===== src/rtl/chipper_pkg.sv =====
// ---------------------------------------------------------------------------
// chipper_pkg
// Shared definitions for the CHIPPER local port logic: flit width, flit field
// positions, link indices and the flit type.
// ---------------------------------------------------------------------------
package chipper_pkg;

   localparam int FLIT_W = 10;

   // Flit field positions: [9]=valid, [8:6]=tag, [5:0]=destination id
   localparam int VALID_BIT = 9;
   localparam int TAG_MSB   = 8;
   localparam int TAG_LSB   = 6;
   localparam int DST_MSB   = 5;
   localparam int DST_LSB   = 0;

   // Link indices. They also give the fixed N,E,S,W scan order.
   localparam logic [1:0] P_N = 2'd0;
   localparam logic [1:0] P_E = 2'd1;
   localparam logic [1:0] P_S = 2'd2;
   localparam logic [1:0] P_W = 2'd3;

   typedef logic [FLIT_W-1:0] flit_t;

endpackage


===== src/rtl/chipper_inj_fifo.sv =====
// ---------------------------------------------------------------------------
// chipper_inj_fifo
// Small synchronous FIFO that holds locally generated flits until they can be
// injected into a free link slot.
// Ports:
//   clk    - clock, rising edge
//   rst    - synchronous active-high reset (empties the queue)
//   push   - write din at the tail (ignored when full)
//   pop    - drop the head entry (ignored when empty)
//   din    - flit to enqueue
//   dout   - current head flit (valid only when !empty)
//   full   - count == DEPTH
//   empty  - count == 0
//   count  - registered occupancy, 0..DEPTH
// ---------------------------------------------------------------------------
module chipper_inj_fifo
   import chipper_pkg::*;
#(
   parameter int DEPTH = 4
) (
   input  logic                   clk,
   input  logic                   rst,
   input  logic                   push,
   input  logic                   pop,
   input  flit_t                  din,
   output flit_t                  dout,
   output logic                   full,
   output logic                   empty,
   output logic [$clog2(DEPTH):0] count
);

   localparam int AW = $clog2(DEPTH);

   flit_t            mem [DEPTH];
   logic [AW-1:0]    wr_ptr;
   logic [AW-1:0]    rd_ptr;
   logic             do_push;
   logic             do_pop;

   assign full    = (count == ($clog2(DEPTH)+1)'(DEPTH));
   assign empty   = (count == '0);
   assign do_push = push && !full;
   assign do_pop  = pop && !empty;
   assign dout    = mem[rd_ptr];

   // Storage array has no reset; only the pointers and count define contents.
   always_ff @(posedge clk) begin
      if (do_push) begin
         mem[wr_ptr] <= din;
      end
   end

   // Pointers wrap naturally because DEPTH is a power of two.
   // A simultaneous push and pop leaves the occupancy unchanged.
   always_ff @(posedge clk) begin
      if (rst) begin
         wr_ptr <= '0;
         rd_ptr <= '0;
         count  <= '0;
      end else begin
         if (do_push) begin
            wr_ptr <= wr_ptr + 1'b1;
         end
         if (do_pop) begin
            rd_ptr <= rd_ptr + 1'b1;
         end
         if (do_push && !do_pop) begin
            count <= count + 1'b1;
         end else if (do_pop && !do_push) begin
            count <= count - 1'b1;
         end
      end
   end

endmodule


===== src/rtl/chipper_local_port_ctrl.sv =====
// ---------------------------------------------------------------------------
// chipper_local_port_ctrl
// Local injection/ejection stage in front of the CHIPPER deflection router.
// Each cycle it ejects at most one flit addressed to this node (round-robin
// over N,E,S,W), injects the local queue head into the first empty slot, and
// registers the four slots towards the router core.
// Ports:
//   clk, rst            - clock; synchronous active-high reset
//   nin/ein/sin/win     - flits arriving on the N/E/S/W links
//   lin                 - local flit to inject (pushed when lin[9] && lin_ready)
//   lin_ready           - queue not full (combinational)
//   n2r/e2r/s2r/w2r     - registered slot flits to the router core
//   lout                - registered ejected flit (lout[9]=1 when valid)
//   starve              - registered; queue head blocked for STARVE_LIM cycles
//   fifo_count          - registered queue occupancy
// ---------------------------------------------------------------------------
module chipper_local_port_ctrl
   import chipper_pkg::*;
#(
   parameter logic [5:0] NODE_ID    = 6'd45,
   parameter int         FIFO_DEPTH = 4,
   parameter int         STARVE_LIM = 8
) (
   input  logic                        clk,
   input  logic                        rst,
   input  flit_t                       nin,
   input  flit_t                       ein,
   input  flit_t                       sin,
   input  flit_t                       win,
   input  flit_t                       lin,
   output logic                        lin_ready,
   output flit_t                       n2r,
   output flit_t                       e2r,
   output flit_t                       s2r,
   output flit_t                       w2r,
   output flit_t                       lout,
   output logic                        starve,
   output logic [$clog2(FIFO_DEPTH):0] fifo_count
);

   localparam int SW = $clog2(STARVE_LIM+1);

   flit_t          link_in [4];
   flit_t          slots   [4];
   logic [1:0]     rr_ptr;
   logic [1:0]     scan_idx;
   logic           ej_found;
   logic [1:0]     ej_idx;
   logic           inj_found;
   logic [1:0]     inj_idx;
   logic           inj_do;
   logic [SW-1:0]  starve_cnt;
   logic [SW-1:0]  starve_next;
   logic           fifo_full;
   logic           fifo_empty;
   flit_t          fifo_head;
   logic           push;

   assign lin_ready = !fifo_full;
   assign push      = lin[VALID_BIT] && lin_ready;

   chipper_inj_fifo #(
      .DEPTH (FIFO_DEPTH)
   ) u_fifo (
      .clk   (clk),
      .rst   (rst),
      .push  (push),
      .pop   (inj_do),
      .din   (lin),
      .dout  (fifo_head),
      .full  (fifo_full),
      .empty (fifo_empty),
      .count (fifo_count)
   );

   // Ejection: first local-destined valid flit scanning from the RR pointer.
   always_comb begin
      link_in[P_N] = nin;
      link_in[P_E] = ein;
      link_in[P_S] = sin;
      link_in[P_W] = win;
      ej_found = 1'b0;
      ej_idx   = rr_ptr;
      scan_idx = rr_ptr;
      for (int k = 0; k < 4; k++) begin
         scan_idx = rr_ptr + 2'(k);
         if (!ej_found && link_in[scan_idx][VALID_BIT] &&
             (link_in[scan_idx][DST_MSB:DST_LSB] == NODE_ID)) begin
            ej_found = 1'b1;
            ej_idx   = scan_idx;
         end
      end
   end

   // Injection runs after ejection, so a slot just emptied by ejection is
   // eligible. The scan for an empty slot is fixed N,E,S,W priority.
   always_comb begin
      for (int k = 0; k < 4; k++) begin
         slots[k] = link_in[k];
      end
      if (ej_found) begin
         slots[ej_idx] = '0;
      end
      inj_found = 1'b0;
      inj_idx   = P_N;
      for (int k = 0; k < 4; k++) begin
         if (!inj_found && !slots[k][VALID_BIT]) begin
            inj_found = 1'b1;
            inj_idx   = 2'(k);
         end
      end
      inj_do = inj_found && !fifo_empty;
      if (inj_do) begin
         slots[inj_idx] = fifo_head;
      end
   end

   // Starvation counter: counts blocked cycles of a non-empty queue and
   // saturates at the limit so the flag stays up until an inject happens.
   always_comb begin
      if (fifo_empty || inj_do) begin
         starve_next = '0;
      end else if (starve_cnt < SW'(STARVE_LIM)) begin
         starve_next = starve_cnt + 1'b1;
      end else begin
         starve_next = starve_cnt;
      end
   end

   // Output registers, RR pointer and starvation state. The flag is derived
   // from the next counter value so it tracks the counter in the same cycle.
   always_ff @(posedge clk) begin
      if (rst) begin
         n2r        <= '0;
         e2r        <= '0;
         s2r        <= '0;
         w2r        <= '0;
         lout       <= '0;
         rr_ptr     <= P_N;
         starve_cnt <= '0;
         starve     <= 1'b0;
      end else begin
         n2r        <= slots[P_N];
         e2r        <= slots[P_E];
         s2r        <= slots[P_S];
         w2r        <= slots[P_W];
         lout       <= ej_found ? link_in[ej_idx] : '0;
         if (ej_found) begin
            rr_ptr <= ej_idx + 2'd1;
         end
         starve_cnt <= starve_next;
         starve     <= (starve_next == SW'(STARVE_LIM));
      end
   end

endmodule


===== config.mk =====
export PLATFORM = sky130hd
export DESIGN_NAME = chipper_local_port_ctrl
export DESIGN_NICKNAME = d
export VERILOG_FILES = /design/src/rtl/chipper_pkg.sv /design/src/rtl/chipper_inj_fifo.sv /design/src/rtl/chipper_local_port_ctrl.sv
export SDC_FILE = /design/constraint.sdc
export NUM_CORES = 1
export LEC_CHECK = 0
export CAP_MARGIN = 20
export CORE_UTILIZATION = 55
export CTS_BUF_LIST = sky130_fd_sc_hd__clkbuf_8
export DETAILED_ROUTE_END_ITERATION = 6
export HOLD_SLACK_MARGIN = 0.15
export PLACE_DENSITY_LB_ADDON = 0.15
export REMOVE_ABC_BUFFERS = 1
export SLEW_MARGIN = 20
export SYNTH_ARGS = -nofsm -noshare
export SYNTH_HDL_FRONTEND = slang
export SYNTH_SLANG_ARGS = --single-unit

===== constraint.sdc =====
create_clock -name clk -period 9.35 [get_ports clk]
set_input_delay 2.805 -clock clk [delete_from_list [all_inputs] [get_ports clk]]
set_output_delay 2.805 -clock clk [all_outputs]
set_load 0.01 [all_outputs]

==> Word level (Yosys, flattened, before mapping) <==
Memories as Yosys holds them, arrays and structs flattened. A register that Yosys moved wholly into a read port is not among the register bits.
Index checks and enable logic that the tools add are counted.
{ "word_totals": {"register_bits": 64, "mem_bits_rw": 40, "inputBits": 52, "n_memories": 1} }
{ "op_classes": {"add_sub_neg": 9, "magnitude_cmp": 9, "n_eq_ne": 6, "n_mux": 44, "bitwise": 9, "n_reduce_logical": 34} }
{ "mem_list": {"columns": ["memory", "depth", "width", "rd", "rd_clocked_by_memory_dff", "wr", "line_no", "text"], "rows": [
  ["u_fifo.mem", 4, 10, 1, 1, 1, "chipper_inj_fifo.sv:34", "flit_t mem [DEPTH];"]
]} }
{ "op_table": {"columns": ["operator", "n"], "rows": [
  ["2-to-1 mux 10 bit", 12],
  ["binary-select mux 10 bit (select 2 bit)", 5],
  ["2-to-1 mux 40 bit", 2],
  ["AND 40 bit", 1],
  ["bitwise mux 40 bit", 1],
  ["demux 10 bit (select 2 bit)", 2],
  ["inverter 40 bit", 1],
  ["equality test 6 bit (second input constant)", 4],
  ["greater-or-equal comparator 3 bit (second input constant)", 6],
  ["logical AND 1 bit", 18],
  ["inverter 2 -> 3 bit", 6],
  ["2-to-1 mux 2 bit", 7],
  ["zero test 1 bit", 12],
  ["2-to-1 mux 1 bit", 11],
  ["adder 2 x 1 -> 2 bit (second input constant)", 4],
  ["2-to-1 mux 4 bit", 2],
  ["< comparator 3 x 1 -> 1 bit (second input constant)", 2],
  ["2-to-1 mux 3 bit", 2],
  ["adder 2 bit (second input constant)", 2],
  ["adder 4 x 1 -> 4 bit (second input constant)", 1],
  ["equality test 4 bit (second input constant)", 1],
  ["< comparator 4 bit (second input constant)", 1],
  ["adder 3 x 1 -> 3 bit (second input constant)", 1],
  ["equality test 3 bit (second input constant)", 1],
  ["6 further kinds", 6]
]} }

==> Depth between registers and ports, before layout <==
{ "logic_depth": {"word_depth": 43, "depth_mapped": 12} }

==> Modules after synthesis <==
A second synthesis with hierarchy kept.
{ "unflattened": {"cells_unflattened": 379, "area_unflattened_um2": 4604.4} }
{ "modules_own_cells": {"columns": ["module", "n_inst", "cells_per_inst", "area_each_um2", "seq_area_each_um2"], "rows": [
  ["chipper_local_port_ctrl", 1, 279, 2695.1, 1141.1],
  ["chipper_inj_fifo", 1, 100, 1909.3, 1381.3]
]} }

==> Worst setup path before layout <==
No wires, ideal clock.
{ "synth_timing": {"kind": "input to register", "from": "input port win[4]", "to": "register u_fifo.count[2]", "arrival_time_ns": 5.262, "required_time_ns": 9.280, "setup_slack_ns": 4.018, "stages": 11, "path_buffers": 0, "path_cell_list": "nand4b_4 or3_4 a211oi_2 nor2_2 o41ai_4 ha_1 inv_1 fa_1 xor2_1 or3_1 a21oi_1"} }
{ "synth_via": {"elab_chain_cells": 40, "word_cells_on_any_way": 61} }
{ "synth_rtl": {"columns": ["item", "line_no", "text"], "rows": [
  ["start, declared", "chipper_local_port_ctrl.sv:29", "input flit_t win,"],
  ["binary-select mux 10 bit (select 2 bit)", "chipper_local_port_ctrl.sv:88", "(link_in[scan_idx][DST_MSB:DST_LSB] == NODE_ID)) begin"],
  ["2-to-1 mux 10 bit (implied by the code) (2 in series)", "chipper_local_port_ctrl.sv:88", null],
  ["equality test 6 bit", "chipper_local_port_ctrl.sv:88", null],
  ["logical AND 1 bit", "chipper_local_port_ctrl.sv:87", "if (!ej_found && link_in[scan_idx][VALID_BIT] &&"],
  ["2-to-1 mux 1 bit", "chipper_local_port_ctrl.sv:87", null],
  ["zero test 1 bit", "chipper_local_port_ctrl.sv:87", null],
  ["logical AND 1 bit (2 in series)", "chipper_local_port_ctrl.sv:87", null],
  ["2-to-1 mux 1 bit", "chipper_local_port_ctrl.sv:87", null],
  ["[22 not listed]", null, null],
  ["zero test 1 bit", "chipper_local_port_ctrl.sv:107", "if (!inj_found && !slots[k][VALID_BIT]) begin"],
  ["logical AND 1 bit", "chipper_local_port_ctrl.sv:107", null],
  ["2-to-1 mux 1 bit (*)", "chipper_local_port_ctrl.sv:107", null],
  ["logical AND 1 bit (*)", "chipper_local_port_ctrl.sv:112", "inj_do = inj_found && !fifo_empty;"],
  ["logical AND 1 bit (*)", "chipper_inj_fifo.sv:43", "assign do_pop = pop && !empty;"],
  ["zero test 1 bit", "chipper_inj_fifo.sv:67", "if (do_push && !do_pop) begin"],
  ["logical AND 1 bit", "chipper_inj_fifo.sv:67", null],
  ["2-to-1 mux 3 bit / nonzero test 2 bit (equally long branches)", null, null],
  ["end signal, assigned", "chipper_inj_fifo.sv:68", "count <= count + 1'b1;"],
  ["end signal, assigned", "chipper_inj_fifo.sv:70", "count <= count - 1'b1;"],
  ["end, declared", "chipper_inj_fifo.sv:29", "output logic [$clog2(DEPTH):0] count"]
]} }
Every way passes the cells marked *; elsewhere a longest branch is shown, timed or not. The select of a mux whose other input is x is not followed.
A chain may end at the register's enable or synchronous reset.

==> Worst setup path in the final report <==
{ "layout_timing": {"from": "input port nin[5]", "to": "register u_fifo.count[2]"} }
{ "layout_via": {"elab_chain_cells": 40, "word_cells_on_any_way": 61} }
{ "layout_rtl": {"columns": ["item", "line_no", "text"], "rows": [
  ["start, declared", "chipper_local_port_ctrl.sv:26", "input flit_t nin,"],
  ["binary-select mux 10 bit (select 2 bit)", "chipper_local_port_ctrl.sv:88", null],
  ["2-to-1 mux 10 bit (implied by the code) (2 in series)", "chipper_local_port_ctrl.sv:88", null],
  ["equality test 6 bit", "chipper_local_port_ctrl.sv:88", null],
  ["logical AND 1 bit", "chipper_local_port_ctrl.sv:87", null],
  ["2-to-1 mux 1 bit", "chipper_local_port_ctrl.sv:87", null],
  ["zero test 1 bit", "chipper_local_port_ctrl.sv:87", null],
  ["logical AND 1 bit (2 in series)", "chipper_local_port_ctrl.sv:87", null],
  ["2-to-1 mux 1 bit", "chipper_local_port_ctrl.sv:87", null],
  ["[22 not listed]", null, null],
  ["zero test 1 bit", "chipper_local_port_ctrl.sv:107", null],
  ["logical AND 1 bit", "chipper_local_port_ctrl.sv:107", null],
  ["2-to-1 mux 1 bit (*)", "chipper_local_port_ctrl.sv:107", null],
  ["logical AND 1 bit (*)", "chipper_local_port_ctrl.sv:112", null],
  ["logical AND 1 bit (*)", "chipper_inj_fifo.sv:43", null],
  ["zero test 1 bit", "chipper_inj_fifo.sv:67", null],
  ["logical AND 1 bit", "chipper_inj_fifo.sv:67", null],
  ["2-to-1 mux 3 bit / nonzero test 2 bit (equally long branches)", null, null]
]} }
Marks and branches as above.

==> out/qor.csv <==
metric,value,unit
maximum clock path buffer count,2,
DRT Pass-1 Iters,5,
WL final,11500,um
register area share after synthesis,53.5,%
Int Power,0.000818,W
H-tree Lvls,3,
TritonCTS clock tree,built,
Vias/cell,5.94,
Final WS setup,3.26,ns
Post-synth EDFFs,40,
Sink Count,106,
Worst-path clk slew,0.10,ns
total global-route track usage,26.4,%
"Req. time, crit path",9.65,ns
worst slew pin tran,0.861,ns
layout cells sized above 1,12.7,%
GR Overflow Total,0,
DR WL/cell,19.1,um
Clk network pwr share,22.1,%
worst hold start,u_fifo.rd_ptr[1]$_SDFFE_PP0P_,
DR vias,3574,
DRC marker count from the first detailed-route iteration,172,
CP Capture Type,register,
VDD IR-drop max,0.000179,V
# Max-Cap Violations,0,
worst reg2reg endpoint,u_fifo.count[2]$_SDFFE_PP0P_,
Tcrit/Tclk final,65.1,%
GPL Wtd Cong,0.880,
number of gates resized after CTS,0,
clk_skew,0.0111,ns
critical path class,input pin to register,
RSZ-0062 raised after global routing,false,
R2R Setup Slk,6.08,ns
setup TNS,0,ns
top_reg_cell synth,dfxtp_1,
final HPWL from detailed placement,8590,um
IO Count,107,
Initial Util,57.1,%
die span in x,94.6,um
Fill cells,584,
fraction of registers with async set/reset,0,%
worst hold path class,register to register,
Area growth syn-to-layout,27.1,%
Final Hold Viols,0,
Core Footprint,8260,um2
number of global-route vias before repair,3389,
die area,8940,um2
LEAKAGE,2.24,nW
cells on worst reg2reg path,10,
Synth Cell Area,4710,um2
post-synthesis register bit count,106,
number of port buffers,106,
status,completed,
first-pass GRT wire length,17400,um
setup repair bufs after CTS,0,
Cells on Worst Hold Path,2,
DIE HEIGHT,94.6,um
Final ANT Viol Nets,0,
pin count of the biggest net entering global routing,45,
CTS buffer count,9,
DRC,0,
minimum clock period,6.09,ns
Max Slew Vio Count,0,
hold worst-path end,u_fifo.rd_ptr[1]$_SDFFE_PP0P_,
"most common cell after layout, fill and taps aside",clkdlybuf4s50_1,
Synth Warn #,0,
Post-CTS Hold Buffers,0,
Synth Instances,396,
n_diodes,0,
CP Launch Type,input pin,
Critical Path Fanout Max,17,
final setup fails,0,
combinational share of power,29.5,%
crit path DAT,6.39,ns
Reg power frac,48.3,%
relative slew slack,42.5,%
row cnt,33,
most frequent cells in the layout,"clkdlybuf4s50_1, dfxtp_1, edfxtp_1, a21oi_1",
Max Clock Freq,164,MHz
Synth cell types,69,
initial antenna violation count,0,
PwrDens,199,nW/um2
CTS root buffer,clkbuf_8,
Synth Area per Inst,11.9,um2
Skew-Pair Late Insertion Delay,0.37,ns
nets@finish,551,
Psw,0.000376,W
pre-CTS setup slack,2.93,ns
switch share,31.5,%
RR Startpoint,rr_ptr[1]$_SDFFE_PP0N_,
[synthesized netlist by cell type (10+ instances only)]
library cell	instances	area [um2]
nand2_1	20	75.1
mux2i_1	13	130
dfxtp_1	66	1320
nand3_1	15	75.1
edfxtp_1	40	1200
mux4_2	10	225
and2_1	11	68.8
a22o_1	10	87.6
clkbuf_1	13	48.8
a21oi_1	25	125
inv_1	19	71.3
nor2_1	14	52.6
[worst max path at each step]
stage / startpoint / end / slack [ns] / cells past startpoint
finish: nin[5] / u_fifo.count[2]$_SDFFE_PP0P_ / 3.26 / 12
detailed placement: nin[5] / u_fifo.count[2]$_SDFFE_PP0P_ / 2.93 / 12
floorplan: nin[4] / u_fifo.count[2]$_SDFFE_PP0P_ / 3.84 / 11
global placement: nin[5] / u_fifo.count[2]$_SDFFE_PP0P_ / 3.13 / 12
global route: nin[5] / u_fifo.count[2]$_SDFFE_PP0P_ / 3.14 / 12
CTS: nin[5] / u_fifo.count[2]$_SDFFE_PP0P_ / 3.32 / 12
[power groups by stage]
| stage | registers, W | logic, W | clock network (W) |
|---|---|---|---|
| CTS | 0.000579 | 0.000352 | 0.000268 |
| detailed placement | 0.000589 | 0.000350 | 0 |
| floorplan | 0.000592 | 0.000191 | 0 |
| finish | 0.000577 | 0.000353 | 0.000264 |
| global route | 0.000585 | 0.000380 | 0.000282 |
| global placement | 0.000586 | 0.000342 | 0 |
[per-layer routing]
| metal | wire length, um | global-route usage [%] |
|---|---|---|
| met5 | 0 | 0 |
| met4 | 365 | 13.1 |
| met3 | 607 | 3.54 |
| met2 | 5700 | 45.4 |
| met1 | 4800 | 32.7 |
[cell families (layout without fill, tap and decap cells)]
| kind of cell | after synthesis | after routing | synth area share (%) |
|---|---|---|---|
| flip-flops | 106 | 106 | 53.5 |
| AND/OR/NAND/NOR | 106 | 106 | 13.9 |
| AO/OA/AOI/OAI | 90 | 90 | 14.0 |
| buffers and inverters | 42 | 142 | 3.66 |
| multiplexers | 39 | 39 | 11.9 |
| adder cells (fa/ha/maj) | 7 | 7 | 2.02 |
| XOR/XNOR | 5 | 5 | 0.929 |
| other | 1 | 2 | 0.0796 |
[per-stage QoR]
stage          hold WS (ns)  instance area [um2]  utilization, %  std cells  total power (W)
4_1_cts               0.593                 5990            72.6        602          0.00120
5_1_grt               0.611                 5990            72.6        602          0.00125
6_report              0.587                 5990            72.6        602          0.00119
3_5_place_dp          0.567                 5820            70.4        586         0.000940
3_3_place_gp          0.542                 5820            70.4        586         0.000928
2_1_floorplan         0.530                 4620               -        374         0.000783
[state kept, by name, summed over array words and instances, names as in the netlist, named ones only]
name / count
u_fifo.mem: 40
e2r: 10
lout: 10
n2r: 10
s2r: 10
w2r: 10
starve_cnt: 4
u_fifo.count: 3
rr_ptr: 2
u_fifo.rd_ptr: 2
u_fifo.wr_ptr: 2
starve: 1
[critical path, stage by stage]
cell and delay (ns):
clkdlybuf4s50_1 0.53, and4b_1 0.35, nand4b_4 0.28, a21oi_1 0.37
o21ai_2 0.26, o41ai_4 0.46, ha_1 0.25, inv_1 0.07
fa_1 0.38, xor2_1 0.16, or3_1 0.30, a21oi_1 0.17
[final cells by class]
cell class                 count  area (um2)  area share (%)
inverter                      19        71.3            1.19
sequential                   106        2520            42.1
tap                          105         131            2.19
timing repair buffer         107        1070            17.8
clock inverter                 7        52.6           0.877
multi-input combinational    249        2020            33.7
clock buffer                   9         124            2.07
Power figures use the tool's default switching activity.
